$ cat src/rtl/mips_ctrl_pkg.sv
// rtl/mips_ctrl_pkg.sv - shared encodings for the multicycle MIPS control unit
// State, instruction class, opcode/funct constants and datapath select codes.
package mips_ctrl_pkg;

  typedef enum logic [2:0] {
    ST_FETCH  = 3'd0,
    ST_DECODE = 3'd1,
    ST_EXEC   = 3'd2,
    ST_MEM    = 3'd3,
    ST_WB     = 3'd4,
    ST_TRAP   = 3'd5
  } state_t;

  typedef enum logic [3:0] {
    CL_NONE, CL_R, CL_SHIFT, CL_I, CL_LW, CL_SW,
    CL_BEQ, CL_BNE, CL_J, CL_JAL, CL_JR
  } iclass_t;

  localparam logic [5:0] OP_RTYPE   = 6'b000000;
  localparam logic [5:0] OP_J       = 6'b000010;
  localparam logic [5:0] OP_JAL     = 6'b000011;
  localparam logic [5:0] OP_BEQ     = 6'b000100;
  localparam logic [5:0] OP_BNE     = 6'b000101;
  localparam logic [5:0] OP_LW      = 6'b100011;
  localparam logic [5:0] OP_SW      = 6'b101011;
  localparam logic [2:0] OP_IFMT_HI = 3'b001;
  localparam logic [5:0] FN_JR      = 6'b001000;

  localparam logic [1:0] PC_SRC_PC4    = 2'd0;
  localparam logic [1:0] PC_SRC_BRANCH = 2'd1;
  localparam logic [1:0] PC_SRC_JUMP   = 2'd2;
  localparam logic [1:0] PC_SRC_REG    = 2'd3;

  localparam logic [1:0] REG_DST_RT  = 2'd0;
  localparam logic [1:0] REG_DST_RD  = 2'd1;
  localparam logic [1:0] REG_DST_R31 = 2'd2;

  localparam logic [1:0] ALU_ADD   = 2'b00;
  localparam logic [1:0] ALU_SUB   = 2'b01;
  localparam logic [1:0] ALU_FUNCT = 2'b10;

  function automatic logic is_shift_funct(input logic [5:0] fn);
    return fn inside {6'h00, 6'h02, 6'h03, 6'h04, 6'h06, 6'h07};
  endfunction

  // add/addu/sub/subu/and/or/xor/nor plus slt/sltu
  function automatic logic is_alu_funct(input logic [5:0] fn);
    return (fn[5:3] == 3'b100) || (fn == 6'b101010) || (fn == 6'b101011);
  endfunction

endpackage

$ cat src/rtl/multicycle_control32_if.sv
// rtl/multicycle_control32_if.sv - control unit <-> datapath/memory signal bundle
// master = control unit, slave = datapath side.
interface multicycle_control32_if;
  logic [5:0] opcode;
  logic [5:0] funct;
  logic       mem_ready;
  logic       alu_zero;
  logic       mem_req;
  logic       mem_we;
  logic       ir_write;
  logic       pc_write;
  logic       reg_write;
  logic       mem_to_reg;
  logic       alu_src;
  logic       sftmd;
  logic [1:0] pc_src;
  logic [1:0] reg_dst;
  logic [1:0] alu_op;
  logic [2:0] state;
  logic       instr_done;
  logic       illegal;
  logic       timeout;

  modport master (
    input  opcode, funct, mem_ready, alu_zero,
    output mem_req, mem_we, ir_write, pc_write, reg_write, mem_to_reg, alu_src, sftmd,
           pc_src, reg_dst, alu_op, state, instr_done, illegal, timeout
  );

  modport slave (
    output opcode, funct, mem_ready, alu_zero,
    input  mem_req, mem_we, ir_write, pc_write, reg_write, mem_to_reg, alu_src, sftmd,
           pc_src, reg_dst, alu_op, state, instr_done, illegal, timeout
  );
endinterface

$ cat src/rtl/instr_classify.sv
// rtl/instr_classify.sv - combinational opcode/funct to instruction class decode
// Unrecognised encodings map to CL_NONE.
module instr_classify
  import mips_ctrl_pkg::*;
(
  input  logic [5:0] opcode,
  input  logic [5:0] funct,
  output iclass_t    cls
);

  always_comb begin
    cls = CL_NONE;
    if (opcode == OP_RTYPE) begin
      if (funct == FN_JR)              cls = CL_JR;
      else if (is_shift_funct(funct))  cls = CL_SHIFT;
      else if (is_alu_funct(funct))    cls = CL_R;
    end else if (opcode[5:3] == OP_IFMT_HI) begin
      cls = CL_I;
    end else begin
      case (opcode)
        OP_LW:   cls = CL_LW;
        OP_SW:   cls = CL_SW;
        OP_BEQ:  cls = CL_BEQ;
        OP_BNE:  cls = CL_BNE;
        OP_J:    cls = CL_J;
        OP_JAL:  cls = CL_JAL;
        default: cls = CL_NONE;
      endcase
    end
  end

endmodule

$ cat src/rtl/multicycle_control32.sv
// rtl/multicycle_control32.sv - multicycle MIPS control FSM with memory wait timeout
// Outputs decode from registered state/class; strobes are held low while reset is high.
module multicycle_control32
  import mips_ctrl_pkg::*;
#(
  parameter int MEM_TIMEOUT     = 16,
  parameter bit EN_ILLEGAL_TRAP = 1'b1
) (
  input  logic                   clock,
  input  logic                   reset,
  multicycle_control32_if.master bus
);

  localparam logic [7:0] WAIT_LAST = 8'(MEM_TIMEOUT - 1);

  state_t     st;
  iclass_t    cls_q;
  iclass_t    cls_d;
  logic [7:0] wait_cnt;
  logic       illegal_q;
  logic       timeout_q;
  logic       wait_last;

  instr_classify u_classify (
    .opcode (bus.opcode),
    .funct  (bus.funct),
    .cls    (cls_d)
  );

  assign wait_last = (wait_cnt == WAIT_LAST);

  // Any cycle that does not keep waiting clears the counter, so every entry
  // into FETCH/MEM starts counting from zero.
  always_ff @(posedge clock or posedge reset) begin
    if (reset) begin
      st        <= ST_FETCH;
      cls_q     <= CL_NONE;
      wait_cnt  <= '0;
      illegal_q <= 1'b0;
      timeout_q <= 1'b0;
    end else begin
      wait_cnt <= '0;
      case (st)
        ST_FETCH: begin
          if (bus.mem_ready) st <= ST_DECODE;
          else if (wait_last) begin
            st        <= ST_TRAP;
            timeout_q <= 1'b1;
          end else wait_cnt <= wait_cnt + 8'd1;
        end
        ST_DECODE: begin
          cls_q <= cls_d;
          if (cls_d != CL_NONE) st <= ST_EXEC;
          else if (EN_ILLEGAL_TRAP) begin
            st        <= ST_TRAP;
            illegal_q <= 1'b1;
          end else st <= ST_FETCH;
        end
        ST_EXEC: begin
          case (cls_q)
            CL_R, CL_SHIFT, CL_I: st <= ST_WB;
            CL_LW, CL_SW:         st <= ST_MEM;
            default:              st <= ST_FETCH;
          endcase
        end
        ST_MEM: begin
          if (bus.mem_ready) st <= (cls_q == CL_LW) ? ST_WB : ST_FETCH;
          else if (wait_last) begin
            st        <= ST_TRAP;
            timeout_q <= 1'b1;
          end else wait_cnt <= wait_cnt + 8'd1;
        end
        ST_WB:   st <= ST_FETCH;
        ST_TRAP: st <= ST_TRAP;
        default: st <= ST_FETCH;
      endcase
    end
  end

  assign bus.state   = st;
  assign bus.illegal = illegal_q;
  assign bus.timeout = timeout_q;

  always_comb begin
    bus.mem_req    = 1'b0;
    bus.mem_we     = 1'b0;
    bus.ir_write   = 1'b0;
    bus.pc_write   = 1'b0;
    bus.reg_write  = 1'b0;
    bus.mem_to_reg = 1'b0;
    bus.alu_src    = 1'b0;
    bus.sftmd      = 1'b0;
    bus.pc_src     = PC_SRC_PC4;
    bus.reg_dst    = REG_DST_RT;
    bus.alu_op     = ALU_ADD;
    bus.instr_done = 1'b0;
    if (!reset) begin
      case (st)
        ST_FETCH: begin
          bus.mem_req  = 1'b1;
          bus.ir_write = bus.mem_ready;
          bus.pc_write = bus.mem_ready;
        end
        ST_DECODE: bus.instr_done = (cls_d == CL_NONE) && !EN_ILLEGAL_TRAP;
        ST_EXEC: begin
          case (cls_q)
            CL_R, CL_SHIFT: begin
              bus.alu_op = ALU_FUNCT;
              bus.sftmd  = (cls_q == CL_SHIFT);
            end
            CL_I: begin
              bus.alu_op  = ALU_FUNCT;
              bus.alu_src = 1'b1;
            end
            CL_LW, CL_SW: bus.alu_src = 1'b1;
            CL_BEQ, CL_BNE: begin
              bus.alu_op     = ALU_SUB;
              bus.pc_src     = PC_SRC_BRANCH;
              bus.pc_write   = (cls_q == CL_BEQ) ? bus.alu_zero : !bus.alu_zero;
              bus.instr_done = 1'b1;
            end
            CL_J, CL_JAL: begin
              bus.pc_write   = 1'b1;
              bus.pc_src     = PC_SRC_JUMP;
              bus.reg_write  = (cls_q == CL_JAL);
              bus.reg_dst    = (cls_q == CL_JAL) ? REG_DST_R31 : REG_DST_RT;
              bus.instr_done = 1'b1;
            end
            CL_JR: begin
              bus.pc_write   = 1'b1;
              bus.pc_src     = PC_SRC_REG;
              bus.instr_done = 1'b1;
            end
            default: ;
          endcase
        end
        ST_MEM: begin
          bus.mem_req    = 1'b1;
          bus.mem_we     = (cls_q == CL_SW);
          bus.instr_done = (cls_q == CL_SW) && bus.mem_ready;
        end
        ST_WB: begin
          bus.reg_write  = 1'b1;
          bus.reg_dst    = (cls_q == CL_R || cls_q == CL_SHIFT) ? REG_DST_RD : REG_DST_RT;
          bus.mem_to_reg = (cls_q == CL_LW);
          bus.instr_done = 1'b1;
        end
        default: ;
      endcase
    end
  end

endmodule

$ cat src/flat_wrapper.sv
// flat-port wrapper written by rule: the top's interface ports become plain ports
module multicycle_control32_flat import mips_ctrl_pkg::*;
#(
  parameter int MEM_TIMEOUT     = 16,
  parameter bit EN_ILLEGAL_TRAP = 1'b1
)
  (clock, reset, bus_opcode, bus_funct, bus_mem_ready, bus_alu_zero, bus_mem_req, bus_mem_we, bus_ir_write, bus_pc_write, bus_reg_write, bus_mem_to_reg, bus_alu_src, bus_sftmd, bus_pc_src, bus_reg_dst, bus_alu_op, bus_state, bus_instr_done, bus_illegal, bus_timeout);
  multicycle_control32_if bus_i ();
  input  logic clock;
  input  logic reset;
  input wire logic [$bits(bus_i.opcode)-1:0] bus_opcode;
  input wire logic [$bits(bus_i.funct)-1:0] bus_funct;
  input wire logic [$bits(bus_i.mem_ready)-1:0] bus_mem_ready;
  input wire logic [$bits(bus_i.alu_zero)-1:0] bus_alu_zero;
  output wire logic [$bits(bus_i.mem_req)-1:0] bus_mem_req;
  output wire logic [$bits(bus_i.mem_we)-1:0] bus_mem_we;
  output wire logic [$bits(bus_i.ir_write)-1:0] bus_ir_write;
  output wire logic [$bits(bus_i.pc_write)-1:0] bus_pc_write;
  output wire logic [$bits(bus_i.reg_write)-1:0] bus_reg_write;
  output wire logic [$bits(bus_i.mem_to_reg)-1:0] bus_mem_to_reg;
  output wire logic [$bits(bus_i.alu_src)-1:0] bus_alu_src;
  output wire logic [$bits(bus_i.sftmd)-1:0] bus_sftmd;
  output wire logic [$bits(bus_i.pc_src)-1:0] bus_pc_src;
  output wire logic [$bits(bus_i.reg_dst)-1:0] bus_reg_dst;
  output wire logic [$bits(bus_i.alu_op)-1:0] bus_alu_op;
  output wire logic [$bits(bus_i.state)-1:0] bus_state;
  output wire logic [$bits(bus_i.instr_done)-1:0] bus_instr_done;
  output wire logic [$bits(bus_i.illegal)-1:0] bus_illegal;
  output wire logic [$bits(bus_i.timeout)-1:0] bus_timeout;
  assign bus_i.opcode = bus_opcode;
  assign bus_i.funct = bus_funct;
  assign bus_i.mem_ready = bus_mem_ready;
  assign bus_i.alu_zero = bus_alu_zero;
  assign bus_mem_req = bus_i.mem_req;
  assign bus_mem_we = bus_i.mem_we;
  assign bus_ir_write = bus_i.ir_write;
  assign bus_pc_write = bus_i.pc_write;
  assign bus_reg_write = bus_i.reg_write;
  assign bus_mem_to_reg = bus_i.mem_to_reg;
  assign bus_alu_src = bus_i.alu_src;
  assign bus_sftmd = bus_i.sftmd;
  assign bus_pc_src = bus_i.pc_src;
  assign bus_reg_dst = bus_i.reg_dst;
  assign bus_alu_op = bus_i.alu_op;
  assign bus_state = bus_i.state;
  assign bus_instr_done = bus_i.instr_done;
  assign bus_illegal = bus_i.illegal;
  assign bus_timeout = bus_i.timeout;
  multicycle_control32 #(.MEM_TIMEOUT(MEM_TIMEOUT), .EN_ILLEGAL_TRAP(EN_ILLEGAL_TRAP)) u_core (.clock(clock), .reset(reset), .bus(bus_i));
endmodule
$ cat config.mk
export PLATFORM = sky130hd
export DESIGN_NAME = multicycle_control32_flat
export DESIGN_NICKNAME = d
export VERILOG_FILES = /design/src/rtl/mips_ctrl_pkg.sv /design/src/rtl/multicycle_control32_if.sv /design/src/rtl/instr_classify.sv /design/src/rtl/multicycle_control32.sv /design/src/flat_wrapper.sv
export SDC_FILE = /design/constraint.sdc
export NUM_CORES = 1
export LEC_CHECK = 0
export ABC_AREA = 0
export BUFFER_PORTS_ARGS = -buffer_cell sky130_fd_sc_hd__buf_2
export CORE_MARGIN = 2
export CORE_UTILIZATION = 51
export CTS_CLUSTER_DIAMETER = 200
export CTS_CLUSTER_SIZE = 16
export DETAILED_ROUTE_END_ITERATION = 8
export PLACE_DENSITY = 0.89
export SLEW_MARGIN = 0
export SYNTH_ARGS = -nofsm -noshare
export SYNTH_HDL_FRONTEND = slang
export SYNTH_SLANG_ARGS = --single-unit
$ cat constraint.sdc
create_clock -name clock -period 2.3 [get_ports clock]
set_clock_uncertainty 0.1 [all_clocks]
set_input_delay 0.23 -clock clock [delete_from_list [all_inputs] [get_ports clock]]
set_output_delay 0.23 -clock clock [all_outputs]
set_load 0.02 [all_outputs]
==> reports/results.txt <==
Outcome: finished, final reports clean
CP startpoint: u_core.bus.state[2]$_DFF_PP0_
WL/cell: 13.91 um
Die ar.: 2796 um^2
DRT antenna net count: 0
Pin count of the biggest net entering global routing: 18
Mapped cell area: 1219 um^2
CP Max Fanout: 11
Netlist cell types: 49
First-pass GRT wire length: 4954 um
Core area: 2233 um^2
Num rows: 17
Synth warn: 0
Met1 wire length: 1188 um
Final setup violation count: 0
Fmax: 457.9 MHz
Post-synthesis adder-cell area fraction: 0.01027
Detailed placer's ending HPWL: 2277 um
DRT iter0 DRCs: 35
Initial Utilization: 0.5457
DRC: 0
Setup TNS: 0 ns
Initial antenna violation count: 0
Leakage: 0.6699 nW
Number of flops mapped to enable cells by yosys: 0
Post-Syn Instances: 143
Peak supply drop: 0.0007645 V
CP Launch Type: flop
Post-synthesis mux area share: 0.02669
WL final: 2893 um
Max-Cap Viols: 0
Post-route minimum period: 2.184 ns
Vias in the first global route: 1119
Crit share post-route: 0.9495
Placed Cells: 203
Worst setup path end: bus_reg_dst[0]
Async SR Flop Fraction: 1.000
Overall die width: 52.88 um
Total gr overflow: 0
WS Path Type: reg -> out
Dominant synthesized flop cell: dfrtp_1
Slew Viols, Final: 0
Overall routing resource usage: 0.2397
Post-Synth Simple-Gate Area: 0.3234
Layout cells sized above 1: 0.3167
WL met3: 173 um
Power per cell area: 874.7 nW/um^2
H-tree depth reported by CTS: 1
Top Ports: 36
Clock Sinks: 17
RSZ-0062 raised after global routing: false
Worst Hold Class: in -> reg
Max-slew headroom at the worst pin: 0.5715
CTS tree: built
Final non-filler cell total: 208
Vias per std cell: 6.087
Largest family of logic cells by synthesized area: simple AND/OR/NAND/NOR gates
FF-to-FF path depth: 6
Top layer in use: met4
Avg Cell Area, Syn: 8.522 um^2
Commonest cells after routing, fill and taps aside: buf_2 (35), nor2_1 (21), dfrtp_1 (16)
Most common cell after layout, fill and taps aside: buf_2
Die H: 52.88 um
Num CTS Buffers: 3
GPL Wtd Cong: 0.8977
Register area share after synthesis: 0.3491
Buffers on Ports: 35
CTS Root Cell: clkbuf_4
ANT cells: 0
CP Data Arrival Time: 1.85 ns
Worst Path Required: 1.97 ns
R2R Path End: u_core.bus.state[1]$_DFF_PP0_
Vias post-DR: 1266
Final hold violation count: 0
Worst flop-to-flop path startpoint: u_core.bus.state[0]$_DFF_PP0_
Mapped Nets: 160
Compound-Gate Fraction of Synth Area: 0.1869
Clk_lat worst skew: 0.30 ns
Met2 WL: 1507 um
Clock transition at the registers of the reported paths: 0.10 ns
Nets: 198
Worst R2R Setup Slack: 0.45 ns
Endpoint class of the critical path: output pin
Setup Buffers After CTS: 0
Clock Path Buffers: 2
Xor/xnor share of the synthesized area: 0.05031
Measured slew at the worst slew-check pin: 0.6421 ns
Synth-to-layout area growth: 20.02%
TritonRoute pass-1 iters: 4
Synth Register Bits: 17
## layer usage
metal	global-route usage	vias to the layer above
met5	0	-
met4	0.05556	0
met3	0.06215	5
met2	0.4083	44
met1	0.3020	614
li1	-	603
## cells in the mapped netlist (2+ instances only)
master / count / share of area
or4b_1: 2 / 0.016
nor2_1: 21 / 0.065
nor3_1: 6 / 0.025
or2_2: 3 / 0.015
o21ai_0: 5 / 0.021
nor4_1: 5 / 0.026
nand4_1: 3 / 0.015
dfrtp_1: 17 / 0.35
o31ai_1: 2 / 0.012
clkbuf_1: 3 / 0.0092
inv_1: 8 / 0.025
mux2_2: 2 / 0.018
a21oi_1: 7 / 0.029
a311oi_1: 3 / 0.022
nand3_1: 6 / 0.025
nand2b_1: 5 / 0.026
xor2_1: 4 / 0.029
xnor2_1: 3 / 0.022
nand2_1: 8 / 0.025
## how the worst min path moves through the flow
| stage | start | end | slack (ns) | depth (start not counted) |
|---|---|---|---|---|
| final | bus_opcode[4] | u_core.cls_q[2]$_DFFE_PP0N_ | 0.18 | 3 |
| after global routing | bus_mem_ready | u_core.wait_cnt[6]$_DFF_PP0_ | 0.18 | 3 |
| after CTS | bus_opcode[4] | u_core.cls_q[2]$_DFFE_PP0N_ | 0.16 | 3 |
| after detailed placement | reset | u_core.bus.state[2]$_DFF_PP0_ | 0.27 | 2 |
| after global placement | reset | u_core.bus.state[2]$_DFF_PP0_ | 0.25 | 2 |
| after floorplan | reset | u_core.bus.illegal$_DFFE_PP0P_ | 0.06 | 1 |
## what timing repair did
action	in CTS	in global routing
setup endpoints to repair	0	3
hold buffers	1	0
resized for setup	0	3
hold endpoints to repair	17	0
## worst max-delay path: stages, from the launching register on
cell and delay (ns):
dfrtp_2 0.48, or4b_4 0.52, a2111oi_2 0.34, buf_2 0.22
## final cells by class
class,instances,area (um^2)
fill,189,770.7
clock inverter,1,5.005
tap,28,35.03
inverter,8,30.03
timing repair buffer,39,207.7
sequential,17,426.7
multi-input combinational,112,735.7
clock buffer,3,22.52
## registers in the layout (all words and copies together), names as in the netlist
signal and count:
u_core.cls_q 4, u_core.bus.state 3, u_core.wait_cnt 8, u_core.bus.illegal 1, u_core.bus.timeout 1
## where the power goes
part           internal [mW]  total, mW  leakage (nW)  switching, mW
clock                 0.0648      0.159        0.0177         0.0945
sequential             0.361      0.462         0.221          0.101
combinational          0.273      0.658         0.432          0.386
## logic make-up after synthesis
group           Yosys count
fa+ha+maj                 1
buf+inv                  14
simple gates             70
mux                       3
xor+xnor                  7
compound gates           31
flops                    17
## stage by stage
step	instance area (um^2)	power [mW]	setup slack [ns]	util	hold slack [ns]
after detailed placement	1416	1.107	0.3618	0.6342	0.2725
after CTS	1454	1.271	0.01721	0.6510	0.1650
final	1463	1.279	0.1161	0.6549	0.1801
after global routing	1463	1.380	0.004255	0.6549	0.1817
after floorplan	1219	0.9317	0.02874	-	0.05607
after global placement	1416	1.080	0.3912	0.6342	0.2532
No activity file was read; power rests on OpenSTA's default activity.
